==> src/rtl/game_sequencer.sv <==
// game_sequencer: central game-state controller for the bar/player game.
// Sequences IDLE -> COUNTDOWN -> PLAY <-> HIT -> OVER, owns lives, BCD score,
// difficulty (cyclesneeded) and the lives LEDs. All outputs are registered.
// Optional feature: define HIGH_SCORE_EN to keep a best-score register
// (hi_score); when undefined hi_score is tied to zero.
module game_sequencer #(
  parameter int unsigned LIVES_INIT      = 3,
  parameter int unsigned COUNTDOWN_TICKS = 3,
  parameter int unsigned HIT_PAUSE_TICKS = 2,
  parameter int unsigned LEVEL_UP_SCORE  = 10,
  parameter int unsigned CYC_INIT        = 6,
  parameter int unsigned CYC_MIN         = 1
) (
  input  logic        clk,
  input  logic        clr,
  input  logic        tick,
  input  logic        start,
  input  logic        collide,
  input  logic        bar_passed,
  output logic [2:0]  state,
  output logic        run,
  output logic        bar_reset,
  output logic [1:0]  lives,
  output logic [2:0]  cyclesneeded,
  output logic [15:0] score,
  output logic [2:0]  led,
  output logic [15:0] hi_score
);

  localparam int unsigned CNT_W = 8;
  localparam int unsigned LVL_W = 8;

  typedef enum logic [2:0] {
    S_IDLE      = 3'd0,
    S_COUNTDOWN = 3'd1,
    S_PLAY      = 3'd2,
    S_HIT       = 3'd3,
    S_OVER      = 3'd4
  } state_e;

  state_e             state_q, state_d;
  logic [CNT_W-1:0]   cnt_q, cnt_d;
  logic [LVL_W-1:0]   lvl_q, lvl_d;
  logic [1:0]         lives_q, lives_d;
  logic [2:0]         cyc_q, cyc_d;
  logic [15:0]        score_q, score_d;
  logic [2:0]         led_q, led_d;
  logic               run_q, run_d;
  logic               bar_reset_q, bar_reset_d;
  logic               start_q;
  logic               start_evt_c;
  logic               hit_c;

  // Saturating 4-digit packed-BCD increment.
  function automatic logic [15:0] bcd_inc(input logic [15:0] v);
    logic [15:0] r;
    logic        carry;
    r     = v;
    carry = 1'b1;
    if (v != 16'h9999) begin
      for (int i = 0; i < 4; i++) begin
        if (carry) begin
          if (r[i*4 +: 4] == 4'd9) begin
            r[i*4 +: 4] = 4'd0;
          end else begin
            r[i*4 +: 4] = r[i*4 +: 4] + 4'd1;
            carry       = 1'b0;
          end
        end
      end
    end
    return r;
  endfunction

  // Lives count to LED thermometer code.
  function automatic logic [2:0] thermo(input logic [1:0] n);
    logic [2:0] t;
    case (n)
      2'd3:    t = 3'b111;
      2'd2:    t = 3'b011;
      2'd1:    t = 3'b001;
      default: t = 3'b000;
    endcase
    return t;
  endfunction

  assign start_evt_c = start & ~start_q;
  assign hit_c       = tick & collide;

  // Next-state and datapath updates for every game phase.
  always_comb begin
    state_d     = state_q;
    cnt_d       = cnt_q;
    lvl_d       = lvl_q;
    lives_d     = lives_q;
    cyc_d       = cyc_q;
    score_d     = score_q;
    bar_reset_d = 1'b0;

    case (state_q)
      S_IDLE, S_OVER: begin
        if (start_evt_c) begin
          state_d     = S_COUNTDOWN;
          cnt_d       = CNT_W'(COUNTDOWN_TICKS);
          lives_d     = 2'(LIVES_INIT);
          score_d     = 16'h0000;
          lvl_d       = '0;
          cyc_d       = 3'(CYC_INIT);
          bar_reset_d = 1'b1;
        end
      end

      S_COUNTDOWN: begin
        if (tick) begin
          if (cnt_q <= CNT_W'(1)) begin
            cnt_d   = '0;
            state_d = S_PLAY;
          end else begin
            cnt_d = cnt_q - CNT_W'(1);
          end
        end
      end

      S_PLAY: begin
        if (hit_c) begin
          if (lives_q <= 2'd1) begin
            lives_d = 2'd0;
            state_d = S_OVER;
          end else begin
            lives_d     = lives_q - 2'd1;
            state_d     = S_HIT;
            cnt_d       = CNT_W'(HIT_PAUSE_TICKS);
            bar_reset_d = 1'b1;
          end
        end else if (bar_passed) begin
          score_d = bcd_inc(score_q);
          if (lvl_q >= LVL_W'(LEVEL_UP_SCORE - 1)) begin
            lvl_d = '0;
            if (cyc_q > 3'(CYC_MIN)) begin
              cyc_d = cyc_q - 3'd1;
            end
          end else begin
            lvl_d = lvl_q + LVL_W'(1);
          end
        end
      end

      S_HIT: begin
        if (tick) begin
          if (cnt_q <= CNT_W'(1)) begin
            cnt_d   = '0;
            state_d = S_PLAY;
          end else begin
            cnt_d = cnt_q - CNT_W'(1);
          end
        end
      end

      default: begin
        state_d = S_IDLE;
      end
    endcase
  end

  // Outputs derived from the next state so they change together with it.
  always_comb begin
    run_d = (state_d == S_PLAY);
    led_d = thermo(lives_d);
  end

  // State and datapath registers; clr restores the power-on values.
  always_ff @(posedge clk) begin
    if (clr) begin
      state_q     <= S_IDLE;
      cnt_q       <= '0;
      lvl_q       <= '0;
      lives_q     <= 2'(LIVES_INIT);
      cyc_q       <= 3'(CYC_INIT);
      score_q     <= 16'h0000;
      led_q       <= thermo(2'(LIVES_INIT));
      run_q       <= 1'b0;
      bar_reset_q <= 1'b0;
      start_q     <= 1'b1;
    end else begin
      state_q     <= state_d;
      cnt_q       <= cnt_d;
      lvl_q       <= lvl_d;
      lives_q     <= lives_d;
      cyc_q       <= cyc_d;
      score_q     <= score_d;
      led_q       <= led_d;
      run_q       <= run_d;
      bar_reset_q <= bar_reset_d;
      start_q     <= start;
    end
  end

`ifdef HIGH_SCORE_EN
  logic [15:0] hi_q, hi_d;
  logic        enter_over_c;

  assign enter_over_c = (state_q == S_PLAY) && (state_d == S_OVER);

  // Capture the finishing score if it beats the best so far.
  always_comb begin
    hi_d = hi_q;
    if (enter_over_c && (score_q > hi_q)) begin
      hi_d = score_q;
    end
  end

  // Best-score register, cleared only by clr.
  always_ff @(posedge clk) begin
    if (clr) begin
      hi_q <= 16'h0000;
    end else begin
      hi_q <= hi_d;
    end
  end

  assign hi_score = hi_q;
`else
  assign hi_score = 16'h0000;
`endif

  assign state        = state_q;
  assign run          = run_q;
  assign bar_reset    = bar_reset_q;
  assign lives        = lives_q;
  assign cyclesneeded = cyc_q;
  assign score        = score_q;
  assign led          = led_q;

endmodule

==> config.mk <==
export PLATFORM = sky130hd
export DESIGN_NAME = game_sequencer
export DESIGN_NICKNAME = d
export VERILOG_FILES = /design/src/rtl/game_sequencer.sv
export SDC_FILE = /design/constraint.sdc
export NUM_CORES = 1
export LEC_CHECK = 0
export ABC_AREA = 1
export CORE_ASPECT_RATIO = 0.6
export CORE_UTILIZATION = 40
export DETAILED_ROUTE_END_ITERATION = 16
export PLACE_DENSITY = 0.69
export SYNTH_ARGS = -nofsm -noshare
export SYNTH_HDL_FRONTEND = slang
export SYNTH_SLANG_ARGS = --single-unit
export TNS_END_PERCENT = 5
==> constraint.sdc <==
create_clock -name clk -period 1.9 [get_ports clk]
set_input_delay 0.285 -clock clk [delete_from_list [all_inputs] [get_ports clk]]
set_output_delay 0.285 -clock clk [all_outputs]
set_load 0.005 [all_outputs]
==> results of run 1 <==
## what timing repair did
item,4_1_cts,5_1_grt
resized for setup,0,2
endpoints found under the setup margin,0,11
hold endpoints to repair,0,0
hold buffers,0,0
## power breakdown
group	leakage, nW	internal [W]	total, W	switching, W
combinational	0.970	0.000339	0.000841	0.000502
clock	0.0395	0.000262	0.000583	0.000321
sequential	0.366	0.00103	0.00113	0.0000914
## state kept, by name (all words and copies together) (netlist names)
| name | count |
|---|---|
| cyclesneeded | 3 |
| bar_reset | 1 |
| lvl_q | 8 |
| state | 3 |
| start_q | 1 |
| score | 16 |
| run | 1 |
| lives | 1 |
| led | 3 |
| cnt_q | 8 |
## per-layer routing
layer | part of all wire [%] | vias to the layer above | GRT usage [%] | wire length (um)
met1 | 51 | 1127 | 27.9 | 3110
met3 | 8.0 | 5 | 3.97 | 485
met4 | 0.82 | 0 | 5.99 | 50
li1 | - | 1266 | - | -
met2 | 40 | 67 | 27.2 | 2450
met5 | 0 | - | 0 | 0
## Yosys cell counts, types with 2 or more instances
| library cell | number | area [um2] |
|---|---|---|
| nor2_2 | 4 | 25.0 |
| o211ai_1 | 2 | 15.0 |
| nand2_4 | 3 | 33.8 |
| nor2_4 | 3 | 33.8 |
| nor4_1 | 2 | 12.5 |
| nand3b_1 | 2 | 15.0 |
| nor3_1 | 10 | 50.1 |
| o21ai_0 | 15 | 75.1 |
| dfxtp_1 | 45 | 901 |
| nand3_1 | 18 | 90.1 |
| a21oi_1 | 17 | 85.1 |
| inv_2 | 3 | 11.3 |
| ha_1 | 15 | 188 |
| nand2_2 | 5 | 31.3 |
| nor2_1 | 56 | 210 |
| nand4_1 | 7 | 43.8 |
| a21oi_2 | 3 | 26.3 |
| nand3_4 | 2 | 35.0 |
| or2_2 | 3 | 18.8 |
| clkbuf_1 | 4 | 15.0 |
| buf_6 | 2 | 22.5 |
| xor2_1 | 3 | 26.3 |
| nand2_1 | 86 | 323 |
| a31o_2 | 2 | 17.5 |
| buf_4 | 17 | 128 |
| inv_1 | 47 | 176 |
## final cells by class
| type | instances | area (um2) |
|---|---|---|
| Fill cell | 652 | 3110 |
| Multi-Input combinational cell | 280 | 1470 |
| Sequential cell | 45 | 902 |
| Timing Repair Buffer | 43 | 420 |
| Inverter | 51 | 193 |
| Tap cell | 84 | 105 |
| Clock buffer | 8 | 80.1 |
## metrics by stage
stage	hold WS, ns	utilization, %	setup WS, ns
floorplan	0.392	-	0.369
global placement	0.426	49.1	0.0560
detailed placement	0.427	49.1	0.0275
CTS	0.442	50.4	0.0903
global route	0.478	50.4	0.00224
finish	0.445	50.4	0.192
## critical path, stage by stage, from the launching register on
cell and delay [ns]:
dfxtp_1 0.38, inv_1 0.10, ha_1 0.17, nand2_1 0.08
nor2_2 0.18, nand3_1 0.14, nor2_4 0.12, nor2_4 0.05
nand2_2 0.14, nand2_1 0.12, a21oi_1 0.15
## worst max path at each step
| stage | start | endpoint | cells past startpoint |
|---|---|---|---|
| 2_1_floorplan | cnt_q[0] | cnt_q[7] | 10 |
| 3_5_place_dp | tick | cnt_q[7] | 12 |
| 6_report | score[13] | score[3] | 10 |
| 5_1_grt | state[0] | cnt_q[7] | 12 |
| 4_1_cts | score[12] | score[10] | 10 |
| 3_3_place_gp | tick | cnt_q[7] | 12 |
## logic make-up after synthesis
| logic type | share of synthesized area (%) |
|---|---|
| buffers and inverters | 13.4 |
| XOR/XNOR | 1.31 |
| AND/OR/NAND/NOR | 34.9 |
| AO/OA/AOI/OAI | 9.39 |
| flip-flops | 33.8 |
| other | 0.141 |
| adder cells (fa/ha/maj) | 7.04 |
==> results.yml, run 1 <==
clocking:
  clk_latency_ns: 0.31
  clock_sinks: 45
  cts_buffers: 5
  cts_tree: "built"
  cts_setup_buffers: 0
  clk_pin_slew_ns: 0.08
  ctsHtreeMaxLevel: 2
  root_buffer: "clkbuf_8"
  clockBufferDepth: 2
layout:
  finalNetCount: 447
  drive_above_1_share_pct: 10.8
  finalNonFillerCells: 511
  area_growth_pct: 18.8
  fin_area_um2: 3170
  layout_commonest_cell: "nand2_1"
  diodes: 0
  layout_common_cells: "nand2_1 (86), nor2_1 (55), inv_1 (47), dfxtp_1 (44), clkdlybuf4s50_1 (34)"
worst_hold_path:
  min_path_type: "flop to flop"
  hold_path_depth: 2
  hold_end: "lvl_q[5]"
  hold_path_startpoint: "lvl_q[5]"
setup_path:
  rrSetupSlack_ns: 0.19
  cp.required_ns: 2.14
  start_kind: "flop"
  critPathCaptureType: "flop"
  critical_path_class: "flop to flop"
  crit_arrival_ns: 1.95
  cp_max_fo: 6
  r2r-end: "score[3]"
  r2r_cells: 10
  rr_startpoint: "score[13]"
timing:
  post-route-period-util_pct: 89.9
  fmax_ghz: 0.585
  setup_viol: 0
  final-hold-violation-count: 0
  setup_tns_ns: 0
  slew_viol_final: 0
  finalClockSkew_ns: 0.00912
  rsz0062_at_grt: "false"
  min_period_ns: 1.71
global_route:
  grt_pass1_wl_um: 10200
  grt_pass1_vias: 2171
  grt_usage_pct: 18.9
  grt_start_max_net_pins: 21
  antenna_found_initial: 0
  grt_overflow: 0
floorplanning:
  rows: 22
  dieArea_um2: 7000
  ios: 51
  initial_core_util_pct: 42.5
  chipWidth_um: 107
  core_um2: 6280
  fp.dieH_um: 65.2
placement:
  post_dp_cell_area_um2: 3080
  dpl.cell_count: 503
  gp_congestion: 0.799
  port_buffers: 34
  dp.final_hpwl_um: 4660
routing:
  drc: 0
  first_iter_violations: 120
  ant_nets: 0
  vias_per_cell: 4.82
  routed_wl_um: 6100
  via_count: 2465
  drtPass1Iterations: 4
  wl_per_cell_um: 11.9
logic_synthesis:
  synth_seq_area_share_pct: 33.8
  synth_edf_count: 0
  postSynthCellCount: 384
  syn_avg_cell_area_um2: 6.94
  post_synth_instance_area_um2: 2670
  ys_types: 34
  async_flop_share_pct: 0
  ys_warn_count: 0
  yosys_most_used_dff: "dfxtp_1"
  synth-seq-cells: 45
status:
  status: "finished clean"
power_and_ir_drop:
  powerDensity_nw_per_um2: 806
  leakage_nw: 1.38
  irDropWorstVdd_mv: 0.357
  total_power_w: 0.00255
flow_run:
  drv_cap: 0
No activity file was read; power rests on OpenSTA's default activity.
==> inputs of run 2 (changes only) <==
- CELL_PAD_IN_SITES_DETAIL_PLACEMENT: unset -> 1
- CELL_PAD_IN_SITES_GLOBAL_PLACEMENT: unset -> 1
- CORE_UTILIZATION: 40 -> 37
- PLACE_DENSITY: 0.69 -> 0.85
==> run 2 against run 1 <==
Against the previous run: the flow now finishes with violations (design-rule violations); wire length grew 19%; combinational power rose by 3.6%; core utilization fell by 2.9 points; via count is 2.8% higher; sequential power is essentially flat; total power up 11%; critical path depth decreased by 1; sequential share of layout area shrank 0.70 points; sequential cell count unchanged.
==> results.yml, run 2 (synthesized netlist as in run 1, its figures left out) <==
timing:
  fmax_ghz: 0.557
  worst_pin_slew_ns: 0.519
  post-route-period-util_pct: 94.5
  fin_ws_ns: 0.105
  finalClockSkew_ns: 0.00608
  min_period_ns: 1.80
  setup_viol: 0
  slew_viol_final: 0
  whs_ns: 0.438
  setup_tns_ns: 0
  slew_headroom_pct: 65.4
  final-hold-violation-count: 0
setup_path:
  cp_max_fo: 6
  crit_cells: 9
  start_kind: "flop"
  crit_family: "simple AND/OR/NAND/NOR gates"
  cpPeakStageDelay_ns: 0.43
  critPathCaptureType: "flop"
  path_cells: "inv_1 > ha_1 > nand3b_1 > nor2_2 > nand3_1 > nand4_1 > buf_4 > nor2_1 > nor2_1"
  r2r_cells: 9
  cp.required_ns: 2.08
  crit_top_cell: "nor2_1"
  critical_path_class: "flop to flop"
  crit_arrival_ns: 1.97
  cp_num_buf_inv: 2
  crit_path_top_delay_cell: "dfxtp_1"
layout:
  multi_input_area_um2: 1470
  diodes: 0
  regArea_um2: 902
  utilization_pct: 47.6
  drive_above_1_share_pct: 12.1
  finalNetCount: 451
  fill_cells: 891
  layout_commonest_cell: "nand2_1"
  layout_common_cells: "nand2_1 (86), nor2_1 (55), inv_1 (47), dfxtp_1 (44), clkdlybuf4s50_1 (34)"
  area_growth_pct: 21.8
  largest_reg_flops: 16
placement:
  port_buffers: 34
  gp_congestion: 0.842
  dp_slack_ns: -0.0626
  dp.final_hpwl_um: 5360
routing:
  first_iter_violations: 113
  drtPass1Iterations: 12
  wl_per_cell_um: 14.0
  routed_wl_um: 7270
  ant_nets: 0
  vias_per_cell: 4.89
  drc: 5
  via_count: 2533
global_route:
  grt_pass1_vias: 2333
  grtUsageMet1_pct: 26.8
  grt_usage_pct: 20.1
  antenna_found_initial: 0
  grt_busiest_layer: "met2"
  grt_start_max_net_pins: 21
  use_met3_pct: 3.95
  grt_overflow: 0
  grt_pass1_wl_um: 11700
  gr-usage-met2_pct: 33.5
floorplanning:
  ios: 51
  initial_core_util_pct: 39.1
  core_um2: 6820
  fp.dieH_um: 67.7
  rows: 23
  chipWidth_um: 112
  dieArea_um2: 7560
clocking:
  root_buffer: "clkbuf_16"
  cts_tree: "built"
  clock_sinks: 45
  clk_pin_slew_ns: 0.06
  clk_latency_ns: 0.29
  ctsHtreeMaxLevel: 2
  cts_buffers: 5
  clockBufferDepth: 2
power_and_ir_drop:
  irDropWorstVdd_mv: 0.360
  total_power_w: 0.00283
  powerDensity_nw_per_um2: 872
  leakage_nw: 1.43
status:
  violations: "design-rule violations"
  status: "complete, but fails checks"
worst_hold_path:
  min_path_type: "flop to flop"
  hold_path_depth: 2
flow_run:
  drv_cap: 0
-- run 2: what timing repair did --
| item | in CTS | in global routing |
|---|---|---|
| setup buffers | 0 | 1 |
| endpoints found under the setup margin | 0 | 6 |
| hold buffers | 0 | 0 |
| gates resized for setup | 0 | 2 |
-- run 2: area by class of cell --
| class | count | area share, % |
|---|---|---|
| inverters | 51 | 5.94 |
| repair buffers | 47 | 13.5 |
| multi-input cells | 280 | 45.1 |
| flip-flops and latches | 45 | 27.8 |
| clock inverters | 2 | 0.308 |
| clock buffers | 6 | 3.97 |
| well taps | 87 | 3.35 |
-- run 2: worst reg2reg max path, stage by stage, from the launching register on --
cell and delay, ns:
dfxtp_1 0.43, inv_1 0.07, ha_1 0.20, nand3b_1 0.22, nor2_2 0.07, nand3_1 0.14
nand4_1 0.17, buf_4 0.20, nor2_1 0.12, nor2_1 0.07
-- run 2: stage by stage --
| step | std cells | instance area, um2 |
|---|---|---|
| 6_report | 518 | 3250 |
| 5_1_grt | 518 | 3250 |
| 4_1_cts | 517 | 3230 |
| 3_5_place_dp | 509 | 3100 |
| 3_3_place_gp | 509 | 3100 |
| 2_1_floorplan | 399 | 2720 |
-- run 2: where the power goes --
group          switching (W)  internal, W  total, W  leakage [nW]
Sequential         0.0000863      0.00103   0.00112         0.366
Combinational       0.000532     0.000339  0.000871         0.989
Clock               0.000356     0.000483  0.000839        0.0706
-- run 2: path summary, 6_finish.rpt --
| check | start | to | slack [ns] |
|---|---|---|---|
| worst max-delay path | score[5] | score[12] | 0.10 |
| worst min-delay path | lvl_q[6] | lvl_q[6] | 0.44 |
| worst max register to register | score[5] | score[12] | 0.10 |
| worst min register to register | lvl_q[6] | lvl_q[6] | 0.44 |
-- run 2: layer usage --
layer  share of wire (%)  wire length [um]
met1                  50              3650
met3                 3.7               266
met5                   0                 0
met2                  45              3300
met4                0.74                54
==> variant 1, RTL diff (flow settings as in run 1) <==
`CNT_W`: 8 -> 10.
--- a/src/rtl/game_sequencer.sv
+++ b/src/rtl/game_sequencer.sv
@@ -29,3 +29,3 @@
 
-  localparam int unsigned CNT_W = 8;
+  localparam int unsigned CNT_W = 10;
   localparam int unsigned LVL_W = 8;
Formal check against the unedited RTL: no difference found for any inputs over 10 cycles, from zero or initial values; that may be too few to reach the edited logic, so the function may still have changed.
==> variant 1 against run 1 <==
  * Sequential power up 5%
  * First-iteration DRC count up 16%
  * Design area increased by 6.2%
  * Wire length is 3.8% higher
  * Sequential share of layout area is 0.50 points lower
  * Total power increased by 24%
  * Area after synthesis increased by 2.8%
  * Critical path type unchanged
  * Sequential cell count is 2 higher
  * Setup slack got worse by 3.9 ps
==> variant 1: results (changes against run 1) <==
Global route
  – GRT met2 Usage: 28.4% (+1.2 points)
  – M3 GR Usage: 4.04% (+0.071 points)
  – Vias in the first global route: 2320 (+6.9%)
  – Largest net degree at the start of global routing: 15 (-29%)
  – Grt met1 use: 27.7% (-0.17 points)
  – Global-route wire length before repair: 10800 um (+5.5%)
  – Total track usage: 19.3% (+0.36 points)

Placed design
  – DP Cell Count: 527 (+4.8%)
  – IO Port Bufs: 34 (unchanged)
  – Dpl ws: 60.4 ps (+32.9 ps)
  – RePlAce Congestion: 0.860 (+7.6%)
  – DP HPWL: 4840 um (+3.8%)
  – DP Area: 3210 sq um (+4.1%)

Cells and area
  – Layout fillers: 641 (-1.7%)
  – Ant. Diodes: 0 (unchanged)
  – Nets: 471 (+5.4%)
  – Fraction of layout cells with a size suffix above 1: 9.53% (-1.2 points)

Clock network
  – Root buf cell: clkbuf_16
  – Post-CTS Setup Inserts: 0 (unchanged)
  – Resized cells post-CTS: 0 (unchanged)
  – Clk slew on worst S/H paths: 70 ps
  – H-tree depth: 2 (unchanged)
  – Clk_lat worst skew: 290 ps (-20 ps)

Detailed routing
  – Via density: 4.76 (-1.3%)
  – DR WL/cell: 11.8 um (-0.82%)
  – DR iter-0 viols: 139 (+16%)
  – Total Routed Length: 6330 um (+3.8%)

Yosys
  – Synth unique cells: 30 (-12%)
  – Synth Flop Type: dfxtp_1
  – Most common library cells after synthesis: nand2_1, nor2_1, inv_1
  – Post-synthesis sequential area ratio: 34.4% (+0.55 points)
  – Main area contributors after synthesis: dfxtp_1, nand2_1, nor2_1
  – Ys async rst share: 0% (unchanged)
  – Mean post-synth cell area: 6.85 sq um (-1.3%)
  – Yosys warns: 0 (unchanged)

Timing
  – Hold WS: 439 ps (-5.43 ps)
  – Final period util: 90.1% (+0.20 points)
  – Worst Clk Skew: 9.71 ps (+0.595 ps)

Hold path
  – Hold Path Class: reg2reg

Power and ir drop
  – PwrDens: 941 nW/um^2 (+17%)
  – Worst vdd ir: 0.444 mV (+25%)
  – LEAKAGE: 1.48 nW (+7.6%)

Run status
  – Status: finished, final reports clean

Worst setup path
  – Crit Path Max Fanout: 7 (+1)
## variant 1: routing by layer
layer	share of wire, %	up-vias	routed length (um)
met2	41	56	2590
met5	0	-	0
met1	53	1128	3360
met3	5.2	7	329
li1	-	1357	-
met4	0.90	0	57
## variant 1: critical path, stage by stage, from the launching register on
cell and delay (ps):
dfxtp_1 470, ha_1 190, nand3_1 180, nor2_1 210, inv_1 60, nor2_1 110, nor2_2 50, buf_4 150
a21oi_1 120, nor2_1 60
## variant 1: path summary, 6_finish.rpt
kind                                        startpoint  depth (start not counted)               endpoint
worst max register to register  score[12]$_SDFFE_PP0P_                          9  score[4]$_SDFFE_PP0P_
worst min-delay path             lvl_q[7]$_SDFFE_PP0P_                          2  lvl_q[7]$_SDFFE_PP0P_
worst max-delay path            score[12]$_SDFFE_PP0P_                          9  score[4]$_SDFFE_PP0P_
worst min register to register   lvl_q[7]$_SDFFE_PP0P_                          2  lvl_q[7]$_SDFFE_PP0P_
## variant 1: final cells by class
| class | instances | area share (%) |
|---|---|---|
| flip-flops and latches | 47 | 28.0 |
| clock inverters | 1 | 0.261 |
| inverters | 51 | 5.70 |
| multi-input cells | 293 | 44.5 |
| repair buffers | 52 | 14.1 |
| clock buffers | 7 | 4.24 |
| well taps | 84 | 3.13 |
## variant 1: where the power goes
part | total [mW] | switching [mW] | internal [mW]
Clock | 0.895 | 0.368 | 0.527
Sequential | 1.19 | 0.101 | 1.09
Combinational | 1.07 | 0.636 | 0.437
## variant 1: cell families after synthesis
| group | share of synthesized area, % |
|---|---|
| compound gates | 9.50 |
| xor+xnor | 2.56 |
| fa+ha+maj | 6.85 |
| buf+inv | 13.2 |
| flops | 34.4 |
| other cells | 0.137 |
| simple gates | 33.4 |
==> variant 2, RTL diff (settings of run 1) <==
Made on the original files. Add an input register stage for `tick`, `start`, `collide` and `bar_passed`; this delays them by one clock. The other inputs are not delayed to match.
--- a/src/rtl/game_sequencer.sv
+++ b/src/rtl/game_sequencer.sv
@@ -40,2 +40,14 @@
 
+  logic tick_q;
+  logic start_r;
+  logic collide_q;
+  logic bar_passed_q;
+
+  always_ff @(posedge clk) begin
+    tick_q       <= tick;
+    start_r      <= start;
+    collide_q    <= collide;
+    bar_passed_q <= bar_passed;
+  end
+
   state_e             state_q, state_d;
@@ -86,4 +98,4 @@
 
-  assign start_evt_c = start & ~start_q;
-  assign hit_c       = tick & collide;
+  assign start_evt_c = start_r & ~start_q;
+  assign hit_c       = tick_q & collide_q;
 
@@ -113,3 +125,3 @@
       S_COUNTDOWN: begin
-        if (tick) begin
+        if (tick_q) begin
           if (cnt_q <= CNT_W'(1)) begin
@@ -134,3 +146,3 @@
           end
-        end else if (bar_passed) begin
+        end else if (bar_passed_q) begin
           score_d = bcd_inc(score_q);
@@ -148,3 +160,3 @@
       S_HIT: begin
-        if (tick) begin
+        if (tick_q) begin
           if (cnt_q <= CNT_W'(1)) begin
@@ -193,3 +205,3 @@
       bar_reset_q <= bar_reset_d;
-      start_q     <= start;
+      start_q     <= start_r;
     end
Function: changed (Yosys sat finds a counterexample within 4 cycles, from zero or initial values).
==> variant 2 against run 1 <==
  * Area after synthesis rose by 0.28%
  * Setup slack got worse by 54 ps
  * Final cell count grew 0.39%
  * Design area up 1.3%
  * Clock skew up 2.5 ps
  * Utilization up 0.66 points
  * Via count decreased by 1.4%
  * Sequential cell count up 4
  * Wire length is 2.3% lower
  * Total power decreased by 6.2%
  * Critical endpoint is now score[4]$_SDFFE_PP0P_
  * Largest cell class unchanged
  * Largest power group unchanged
==> variant 2: results (changes against run 1) <==
Hold path
  – Hold path cells: 1 (-1)
  – Worst Hold Endpoint: start_r$_DFF_P_
  – Hold_sp: start
  – Hold Path Class: in2reg

Cells and area
  – Final clock-cell share: 3.63% (+1.1 points)
  – NonClk Buf Share: 13.4% (+0.14 points)
  – Clock buf count: 7 (-1)
  – Fraction of area in multi-input gates: 43.1% (-3.2 points)
  – Sequential cell area: 981 sq um (+8.7%)
  – Nets: 449 (+0.45%)
  – Layout fillers: 641 (-1.7%)
  – Non-clock buffers: 46 (+7.0%)
  – Fraction of layout cells with a size suffix above 1: 7.46% (-3.3 points)

Placed design
  – DP Area: 3090 sq um (+0.28%)
  – RePlAce Congestion: 0.841 (+5.3%)
  – DP Cell Count: 505 (+0.40%)
  – Dpl ws: 209 ps (+182 ps)

Global route
  – Grt met1 use: 29.4% (+1.5 points)
  – Vias in the first global route: 2062 (-5.0%)
  – GRT met2 Usage: 24.0% (-3.1 points)
  – Total track usage: 18.3% (-0.59 points)
  – Largest net degree at the start of global routing: 15 (-29%)
  – M3 GR Usage: 3.77% (-0.20 points)

Detailed routing
  – Met3 Routed Length: 309 um (-36%)
  – Met2 wire len: 2260 um (-7.9%)
  – Via density: 4.74 (-1.8%)
  – Vias: 2430 (-1.4%)
  – DR iter-0 viols: 129 (+7.5%)
  – Total Routed Length: 5960 um (-2.3%)

Yosys
  – Most common library cells after synthesis: nand2_1, nor2_1, dfxtp_1, inv_1, nand3_1
  – Main area contributors after synthesis: dfxtp_1, nand2_1, nor2_1
  – Post-synthesis sequential area ratio: 36.7% (+2.9 points)
  – Synth unique cells: 30 (-12%)

Timing
  – Worst Clk Skew: 11.6 ps (+2.50 ps)
  – Hold WS: 419 ps (-25.7 ps)

Run status
  – Status: finished, final reports clean

Clock network
  – Clk slew on worst S/H paths: 100 ps (+20 ps)
  – Root buf cell: clkbuf_8

Power and ir drop
  – Worst vdd ir: 0.426 mV (+20%)
  – LEAKAGE: 1.37 nW (-0.48%)
  – Clock Power: 0.786 mW (+35%)
  – Logic power comb: 0.479 mW (-43%)
  – Total internal power: 1.70 mW (+3.9%)

Worst setup path
  – Max incr delay on CP: 430 ps (+50 ps)
  – Critical R2R Capture: score[4]$_SDFFE_PP0P_
  – CP Data Arrival Time: 1990 ps (+40 ps)
  – Crit Path Max Fanout: 7 (+1)
  – Worst R2R Setup Slack: 140 ps (-50 ps)
  – R2R cell count: 9 (-1)
==> variant 2: kinds of logic (layout without fill, tap and decap cells) <==
group                      count (synthesis)  in the layout  share of synthesized area, %
and+or+nand+nor                          200            200                          32.7
buffers and inverters                     75            105                          13.7
DFF                                       49             49                          36.7
AOI/OAI and AO/OA                         37             37                          7.49
adders and majority gates                 15             15                          7.02
xor gates and xnor gates                   7              7                          2.29
other                                      1             16                         0.140
==> variant 2: how the worst max path moves through the flow <==
stage	from	to	slack [ps]
after floorplan	score[0]$_SDFFE_PP0P_	score[12]$_SDFFE_PP0P_	350
after global placement	score[13]$_SDFFE_PP0P_	score[4]$_SDFFE_PP0P_	200
after detailed placement	score[1]$_SDFFE_PP0P_	score[4]$_SDFFE_PP0P_	210
after CTS	score[13]$_SDFFE_PP0P_	score[4]$_SDFFE_PP0P_	160
after global routing	score[13]$_SDFFE_PP0P_	score[4]$_SDFFE_PP0P_	-20
final	score[13]$_SDFFE_PP0P_	score[4]$_SDFFE_PP0P_	140
